==> src/rtl/signed_div_seq.sv <==
// signed_div_seq: multi-cycle 32-bit signed/unsigned integer divider.
// Drives one shared external two's-complement negation unit. That unit turns
// the operands into magnitudes, and later applies the sign to the quotient and
// to the remainder. Between those steps it runs a WIDTH-step restoring divide.
// Ports:
//   clk, rst                 clock, synchronous active-high reset
//   start, is_signed         request and signedness, sampled only in IDLE
//   dividend, divisor        operands, captured when start is accepted
//   busy, done               busy in every state except IDLE; done pulses one cycle
//   quotient, remainder      registered results
//   div_by_zero              registered flag, set when the divisor is zero
//   neg_in, neg_en, neg_out  operand, enable and result of the shared negation unit
module signed_div_seq #(
  parameter int unsigned WIDTH = 32,
  parameter int unsigned CNT_W = 6
) (
  input  logic             clk,
  input  logic             rst,
  input  logic             start,
  input  logic             is_signed,
  input  logic [WIDTH-1:0] dividend,
  input  logic [WIDTH-1:0] divisor,
  output logic             busy,
  output logic             done,
  output logic [WIDTH-1:0] quotient,
  output logic [WIDTH-1:0] remainder,
  output logic             div_by_zero,
  output logic [WIDTH-1:0] neg_in,
  output logic             neg_en,
  input  logic [WIDTH-1:0] neg_out
);

  typedef enum logic [2:0] {
    S_IDLE   = 3'd0,
    S_ABS_A  = 3'd1,
    S_ABS_B  = 3'd2,
    S_DIVIDE = 3'd3,
    S_FIX_Q  = 3'd4,
    S_FIX_R  = 3'd5,
    S_DONE   = 3'd6
  } state_t;

  state_t           r_state;
  state_t           w_state_next;

  // r_a holds the dividend, then its magnitude. During DIVIDE it becomes a
  // shift register: dividend bits leave at the top and quotient bits enter at
  // the bottom. After the last step it holds the quotient magnitude.
  logic [WIDTH-1:0] r_a;
  logic [WIDTH-1:0] r_b;
  logic [WIDTH:0]   r_rem;
  logic [CNT_W-1:0] r_cnt;
  logic             r_sign_a;
  logic             r_sign_b;
  logic [WIDTH-1:0] r_quotient;
  logic [WIDTH-1:0] r_remainder;
  logic             r_div_by_zero;

  logic             w_div_zero;
  logic [WIDTH+1:0] w_shift;
  logic [WIDTH+1:0] w_sub;
  logic             w_fits;
  logic [WIDTH:0]   w_rem_next;

  assign w_div_zero  = (divisor == '0);
  assign quotient    = r_quotient;
  assign remainder   = r_remainder;
  assign div_by_zero = r_div_by_zero;

  // One restoring step. The trial is one bit wider than the stored remainder.
  // A borrow therefore appears as the top bit of w_sub, and a 2^31 magnitude
  // never overflows.
  assign w_shift    = {r_rem, r_a[WIDTH-1]};
  assign w_sub      = w_shift - {2'b00, r_b};
  assign w_fits     = ~w_sub[WIDTH+1];
  assign w_rem_next = w_fits ? w_sub[WIDTH:0] : w_shift[WIDTH:0];

  // State register
  always_ff @(posedge clk) begin
    if (rst) begin
      r_state <= S_IDLE;
    end else begin
      r_state <= w_state_next;
    end
  end

  // Next state plus the decoded outputs. neg_in and neg_en depend only on the
  // state and the internal registers.
  always_comb begin
    w_state_next = r_state;
    busy         = 1'b1;
    done         = 1'b0;
    neg_in       = '0;
    neg_en       = 1'b0;
    case (r_state)
      S_IDLE: begin
        busy = 1'b0;
        if (start) begin
          w_state_next = w_div_zero ? S_DONE : S_ABS_A;
        end
      end
      S_ABS_A: begin
        neg_in       = r_a;
        neg_en       = r_sign_a;
        w_state_next = S_ABS_B;
      end
      S_ABS_B: begin
        neg_in       = r_b;
        neg_en       = r_sign_b;
        w_state_next = S_DIVIDE;
      end
      S_DIVIDE: begin
        if (r_cnt == CNT_W'(WIDTH - 1)) begin
          w_state_next = S_FIX_Q;
        end
      end
      S_FIX_Q: begin
        neg_in       = r_a;
        neg_en       = r_sign_a ^ r_sign_b;
        w_state_next = S_FIX_R;
      end
      S_FIX_R: begin
        neg_in       = r_rem[WIDTH-1:0];
        neg_en       = r_sign_a;
        w_state_next = S_DONE;
      end
      S_DONE: begin
        done         = 1'b1;
        w_state_next = S_IDLE;
      end
      default: begin
        w_state_next = S_IDLE;
      end
    endcase
  end

  // Datapath: operand capture, magnitude conversion, division, sign fix-up
  always_ff @(posedge clk) begin
    if (rst) begin
      r_a           <= '0;
      r_b           <= '0;
      r_rem         <= '0;
      r_cnt         <= '0;
      r_sign_a      <= 1'b0;
      r_sign_b      <= 1'b0;
      r_quotient    <= '0;
      r_remainder   <= '0;
      r_div_by_zero <= 1'b0;
    end else begin
      case (r_state)
        S_IDLE: begin
          if (start) begin
            r_a           <= dividend;
            r_b           <= divisor;
            r_sign_a      <= is_signed & dividend[WIDTH-1];
            r_sign_b      <= is_signed & divisor[WIDTH-1];
            r_div_by_zero <= w_div_zero;
            // A zero divisor skips straight to DONE, so its results are
            // loaded here.
            if (w_div_zero) begin
              r_quotient  <= '1;
              r_remainder <= dividend;
            end
          end
        end
        S_ABS_A: begin
          r_a <= neg_out;
        end
        S_ABS_B: begin
          r_b   <= neg_out;
          r_rem <= '0;
          r_cnt <= '0;
        end
        S_DIVIDE: begin
          r_rem <= w_rem_next;
          r_a   <= {r_a[WIDTH-2:0], w_fits};
          r_cnt <= r_cnt + CNT_W'(1);
        end
        S_FIX_Q: begin
          r_quotient <= neg_out;
        end
        S_FIX_R: begin
          r_remainder <= neg_out;
        end
        default: begin
        end
      endcase
    end
  end

endmodule

==> config.mk <==
export PLATFORM = sky130hd
export DESIGN_NAME = signed_div_seq
export DESIGN_NICKNAME = d
export VERILOG_FILES = /design/src/rtl/signed_div_seq.sv
export SDC_FILE = /design/constraint.sdc
export NUM_CORES = 1
export LEC_CHECK = 0
export CAP_MARGIN = 20
export CORE_ASPECT_RATIO = 1.1
export CORE_MARGIN = 1.5
export CORE_UTILIZATION = 57
export DETAILED_ROUTE_END_ITERATION = 12
export PLACE_DENSITY = 0.87
export SETUP_SLACK_MARGIN = 0.4
export SYNTH_ARGS = -nofsm -noshare
export SYNTH_HDL_FRONTEND = slang
export SYNTH_SLANG_ARGS = --single-unit
==> constraint.sdc <==
create_clock -name clk -period 5.5 [get_ports clk]
set_input_delay 1.375 -clock clk [delete_from_list [all_inputs] [get_ports clk]]
set_output_delay 1.375 -clock clk [all_outputs]
set_load 0.05 [all_outputs]
==> report_table.html <==
<table>
<tr><th>Metric</th><th>Value</th></tr>
<tr><th colspan="2">Outcome</th></tr>
<tr><td>Status</td><td>completed</td></tr>
<tr><th colspan="2">Synthesis</th></tr>
<tr><td>Cell type contributing the most total cell area after synthesis</td><td>sky130_fd_sc_hd__dfxtp_1</td></tr>
<tr><td>Top-area cell type share of the netlist area</td><td>~34%</td></tr>
<tr><td>Synthesized netlist cell count</td><td>1342</td></tr>
<tr><td>Register bit total from synthesis</td><td>173</td></tr>
<tr><td>Most common flop cell mapped by yosys</td><td>sky130_fd_sc_hd__dfxtp_1</td></tr>
<tr><td>EDFF count, synth</td><td>0</td></tr>
<tr><td>Syn_nets</td><td>1476</td></tr>
<tr><td>Mean Syn Cell Area</td><td>roughly 7.7 µm²</td></tr>
<tr><td>Sequential cell area fraction in the yosys report</td><td>33.6%</td></tr>
<tr><td>Total number of yosys warnings</td><td>0</td></tr>
<tr><td>Number of different library cells in the post-synthesis netlist</td><td>54</td></tr>
<tr><td>Area of the mapped netlist</td><td>slightly above 0.01 mm²</td></tr>
<tr><td>Proportion of synthesized flip-flops having asynchronous set or reset</td><td>0%</td></tr>
<tr><td>Biggest area contributors in the synthesized netlist</td><td>sky130_fd_sc_hd__dfxtp_1, sky130_fd_sc_hd__mux2i_1, sky130_fd_sc_hd__nor2_1</td></tr>
<tr><th colspan="2">Placed design</th></tr>
<tr><td>Number of input and output port buffers inserted</td><td>approximately 200</td></tr>
<tr><td>RD Place Congestion</td><td>0.950</td></tr>
<tr><td>Worst slack, placed</td><td>1.33 ns</td></tr>
<tr><td>Total instance count after detailed placement</td><td>1695</td></tr>
<tr><td>Hpwl dp</td><td>23600 µm</td></tr>
<tr><th colspan="2">Critical path</th></tr>
<tr><td>Top delay family on crit path</td><td>simple AND/OR/NAND/NOR gates</td></tr>
<tr><td>Cell Chain, Critical Path</td><td>nand2b_1 -&gt; or2_2 -&gt; o22ai_1 -&gt; clkdlybuf4s50_1</td></tr>
<tr><td>Setup crit start kind</td><td>flip-flop</td></tr>
<tr><td>Crit path DAT</td><td>3.31 ns</td></tr>
<tr><td>Maximum fanout count along the critical path</td><td>36</td></tr>
<tr><td>Largest stage delay on the critical path</td><td>0.78 ns</td></tr>
<tr><td>Buf+Inv Stages, Crit Path</td><td>1</td></tr>
<tr><td>Classification of the worst setup path</td><td>reg -&gt; out</td></tr>
<tr><td>Worst setup EP type</td><td>output port</td></tr>
<tr><td>Worst Path Required</td><td>4.12 ns</td></tr>
<tr><td>Cell with the largest stage delay on the worst path</td><td>sky130_fd_sc_hd__clkdlybuf4s50_1</td></tr>
<tr><th colspan="2">Clocking</th></tr>
<tr><td>Root Buffer</td><td>sky130_fd_sc_hd__clkbuf_16</td></tr>
<tr><td>Post-CTS Resized</td><td>0</td></tr>
<tr><td>Clock tree from TritonCTS</td><td>built</td></tr>
<tr><td>TritonCTS buffer count</td><td>17</td></tr>
<tr><td>Source-to-sink clock delay at the later pin of the worst-skew pair</td><td>0.44 ns</td></tr>
<tr><td>Number of clock sinks</td><td>173</td></tr>
<tr><td>Hold-fix buffer count after cts</td><td>0</td></tr>
<tr><td>Clock-pin slew of the registers on the worst-case setup and hold paths</td><td>roughly 0.070 ns</td></tr>
<tr><td>H-tree depth</td><td>4</td></tr>
<tr><td>CTS Buffer Depth</td><td>2</td></tr>
<tr><td>Post CTS Setup Buffer Count</td><td>0</td></tr>
<tr><th colspan="2">Drt</th></tr>
<tr><td>Routed wire length</td><td>32800 µm</td></tr>
<tr><td>Antenna-violating nets left</td><td>0</td></tr>
<tr><td>Number of DRC markers in iteration 0</td><td>roughly 1000</td></tr>
<tr><td>Total DRC errors in the routed layout</td><td>0</td></tr>
<tr><td>Routed length per placed instance</td><td>19.0 µm</td></tr>
<tr><td>First-pass detailed-route iteration total</td><td>5</td></tr>
<tr><td>Count of vias placed by the detailed router</td><td>10538</td></tr>
<tr><td>Mean number of vias per cell</td><td>approximately 6.1</td></tr>
<tr><th colspan="2">Power</th></tr>
<tr><td>Worst IR drop on VDD</td><td>0.257 mV</td></tr>
<tr><td>Net switching share of the total power</td><td>roughly a third</td></tr>
<tr><td>Pwr dens</td><td>roughly 260 mW/mm²</td></tr>
<tr><td>Overall power</td><td>3.31 mW</td></tr>
<tr><td>Sequential share of power</td><td>40.9%</td></tr>
<tr><td>Share of total power in combinational logic</td><td>22.9%</td></tr>
<tr><td>Leak pwr</td><td>4.90 nW</td></tr>
<tr><td>Clock share of power</td><td>a little over a third</td></tr>
<tr><td>Total net switching power</td><td>between 1 and 1.5 mW</td></tr>
<tr><td>Internal Power</td><td>2.22 mW</td></tr>
<tr><th colspan="2">STA</th></tr>
<tr><td>Post-route clock period utilization</td><td>85.2%</td></tr>
<tr><td>Total of endpoints with negative setup slack in the final report</td><td>0</td></tr>
<tr><td>Final max-slew violation count</td><td>0</td></tr>
<tr><td>FMAX</td><td>0.213 GHz</td></tr>
<tr><td>Clock period minus worst slack</td><td>4.69 ns</td></tr>
<tr><td>Remaining max-slew budget at the tightest pin</td><td>26.5%</td></tr>
<tr><td>Unrepaired setup endpoints after global routing</td><td>no</td></tr>
<tr><td>Worst Max-Slew Pin Slew</td><td>1.10 ns</td></tr>
<tr><td>Worst hold margin</td><td>0.470 ns</td></tr>
<tr><td>Min setup slack post-route</td><td>0.814 ns</td></tr>
<tr><td>Setup_tns</td><td>0 ns</td></tr>
<tr><td>Fin Clk Skew</td><td>0.0109 ns</td></tr>
<tr><td>Final hold viol count</td><td>0</td></tr>
<tr><th colspan="2">Global route</th></tr>
<tr><td>GRT Residual Overflow</td><td>0</td></tr>
<tr><td>Number of antenna violations at the first check in global routing</td><td>0</td></tr>
<tr><td>GR Util All Layers</td><td>between 30% and 40%</td></tr>
<tr><td>Global-route wire length before repair</td><td>50200 µm</td></tr>
<tr><td>Pin count of the biggest net entering global routing</td><td>105</td></tr>
<tr><td>Vias in the first global route</td><td>9734</td></tr>
<tr><th colspan="2">Floorplan</th></tr>
<tr><td>Total number of placement rows</td><td>51</td></tr>
<tr><td>Initial Util</td><td>between 50 and 60%</td></tr>
<tr><td>Floorplan die area</td><td>0.0189 mm²</td></tr>
<tr><td>Core area</td><td>0.0177 mm²</td></tr>
<tr><td>Die X</td><td>around 130 µm</td></tr>
<tr><td>Die H</td><td>144 µm</td></tr>
<tr><td>Count of pins on the block boundary</td><td>200</td></tr>
<tr><th colspan="2">Finish</th></tr>
<tr><td>Fraction of final layout cells sized beyond drive strength 1</td><td>6.98%</td></tr>
<tr><td>Final non-filler cell total</td><td>roughly 1700</td></tr>
<tr><td>Fillers</td><td>around 1400</td></tr>
<tr><td># diodes</td><td>0</td></tr>
<tr><td>Total Nets Final</td><td>1611</td></tr>
<tr><td>Area growth from synthesis to layout</td><td>25.7%</td></tr>
<tr><th colspan="2">Worst hold path</th></tr>
<tr><td>Path category of the worst min-delay check</td><td>reg -&gt; reg</td></tr>
<tr><th colspan="2">Job</th></tr>
<tr><td>Count of maximum capacitance violations</td><td>0</td></tr>
</table>
-- sequential cells by signal, summed over array words and instances, names as in the netlist --
signal and count:
r_rem 33, r_sign_a 1, r_b 32, r_state 3, quotient 32, r_a 32
r_sign_b 1, div_by_zero 1, remainder 32, r_cnt 6
-- cells in the mapped netlist (all sizes together) (4+ instances only) --
cell type    n
a21o        12
and2         5
nand3       10
o22ai       34
o21ai       56
inv         43
nor2       212
dfxtp      173
a32oi        6
nor4        12
buf         14
nor3        75
mux2        30
nand2b       7
or2          6
mux2i       86
a211oi      68
a21oi       90
ha          33
nor2b        4
clkbuf      85
nand2      149
xor2        12
o211ai      36
nand4        5
xnor2       17
a31oi        5
a22oi       21
-- metal layers --
layer  global-route usage [%]  vias to the layer above  share of wire (%)
li1                         -                     5076                  -
met1                     44.7                     4904                 43
met2                     52.9                      479                 46
met3                     6.63                       79                8.1
met4                     13.4                        0                3.1
met5                        0                        -                  0
-- per-stage QoR --
stage               instance area [µm²]  util (%)
floorplan                         10300         -
global placement                  12300      69.8
detailed placement                12300      69.8
CTS                               12900      73.1
global route                      12900      73.2
finish                            12900      73.2
-- placed cells by master, fill, tap and decap left out, types with 5 or more instances in the layout --
| master | n |
|---|---|
| sky130_fd_sc_hd__nand4_1 | 5 |
| sky130_fd_sc_hd__inv_8 | 5 |
| sky130_fd_sc_hd__inv_1 | 43 |
| sky130_fd_sc_hd__a31oi_1 | 5 |
| sky130_fd_sc_hd__or2_2 | 6 |
| sky130_fd_sc_hd__xor2_1 | 12 |
| sky130_fd_sc_hd__clkbuf_16 | 17 |
| sky130_fd_sc_hd__buf_4 | 16 |
| sky130_fd_sc_hd__nor4_1 | 12 |
| sky130_fd_sc_hd__nand2b_1 | 7 |
| sky130_fd_sc_hd__nor2_1 | 209 |
| sky130_fd_sc_hd__a21o_1 | 12 |
| sky130_fd_sc_hd__nand2_1 | 148 |
| sky130_fd_sc_hd__o21ai_1 | 27 |
| sky130_fd_sc_hd__nor3_1 | 75 |
| sky130_fd_sc_hd__a21oi_1 | 86 |
| sky130_fd_sc_hd__xnor2_1 | 17 |
| sky130_fd_sc_hd__mux2i_1 | 86 |
| sky130_fd_sc_hd__dfxtp_1 | 170 |
| sky130_fd_sc_hd__clkdlybuf4s50_1 | 198 |
| sky130_fd_sc_hd__o21ai_0 | 28 |
| sky130_fd_sc_hd__a32oi_1 | 6 |
| sky130_fd_sc_hd__a211oi_1 | 68 |
| sky130_fd_sc_hd__nand3_1 | 9 |
| sky130_fd_sc_hd__o211ai_1 | 36 |
| sky130_fd_sc_hd__o22ai_1 | 34 |
| sky130_fd_sc_hd__mux2_2 | 30 |
| sky130_fd_sc_hd__a22oi_1 | 21 |
| sky130_fd_sc_hd__ha_1 | 33 |
-- power groups by stage --
stage,Sequential (mW),Clock (mW),Combinational (mW)
detailed placement,1.38,0,0.734
finish,1.35,1.20,0.758
floorplan,1.36,0,0.510
global route,1.36,1.26,0.819
CTS,1.35,1.20,0.743
global placement,1.38,0,0.724
-- cell type report --
type,count,area (µm²),share of cell area [%]
clock buffer,18,439,3.39
clock inverter,14,141,1.09
inverter,44,165,1.28
multi-input combinational,1026,6310,48.8
sequential,173,3470,26.8
tap,238,298,2.30
timing repair buffer,215,2120,16.4
-- cell families after synthesis --
group           synth area share, %
fa+ha+maj                      4.20
flops                          33.6
mux                            11.6
buf+inv                        5.43
xor+xnor                       2.47
compound gates                 22.0
simple gates                   20.6
-- worst reg2reg max path, cell delays in order, from the launching register on --
cell and delay (ns):
sky130_fd_sc_hd__dfxtp_1 0.31, sky130_fd_sc_hd__inv_1 0.08, sky130_fd_sc_hd__ha_1 0.39, sky130_fd_sc_hd__a21oi_1 0.30, sky130_fd_sc_hd__o21ai_1 0.19, sky130_fd_sc_hd__a2111oi_2 0.33
sky130_fd_sc_hd__a211oi_1 0.12, sky130_fd_sc_hd__or3b_1 0.38, sky130_fd_sc_hd__o21ai_1 0.23, sky130_fd_sc_hd__and2_4 0.54, sky130_fd_sc_hd__a21oi_1 0.18, sky130_fd_sc_hd__nor4_1 0.30
-- path summary, 6_finish.rpt --
| check | startpoint | to | slack, ns | cells past startpoint |
|---|---|---|---|---|
| min | r_sign_b$_SDFFE_PP0P_ | r_sign_b$_SDFFE_PP0P_ | 0.47 | 2 |
| min reg2reg | r_sign_b$_SDFFE_PP0P_ | r_sign_b$_SDFFE_PP0P_ | 0.47 | 2 |
| max reg2reg | r_b[20]$_SDFFE_PP0P_ | r_a[0]$_SDFFE_PP0P_ | 2.04 | 11 |
| max | r_state[2]$_SDFFE_PP0P_ | neg_in[18] | 0.81 | 4 |
Note: power is estimated with default switching activity, not from simulation.
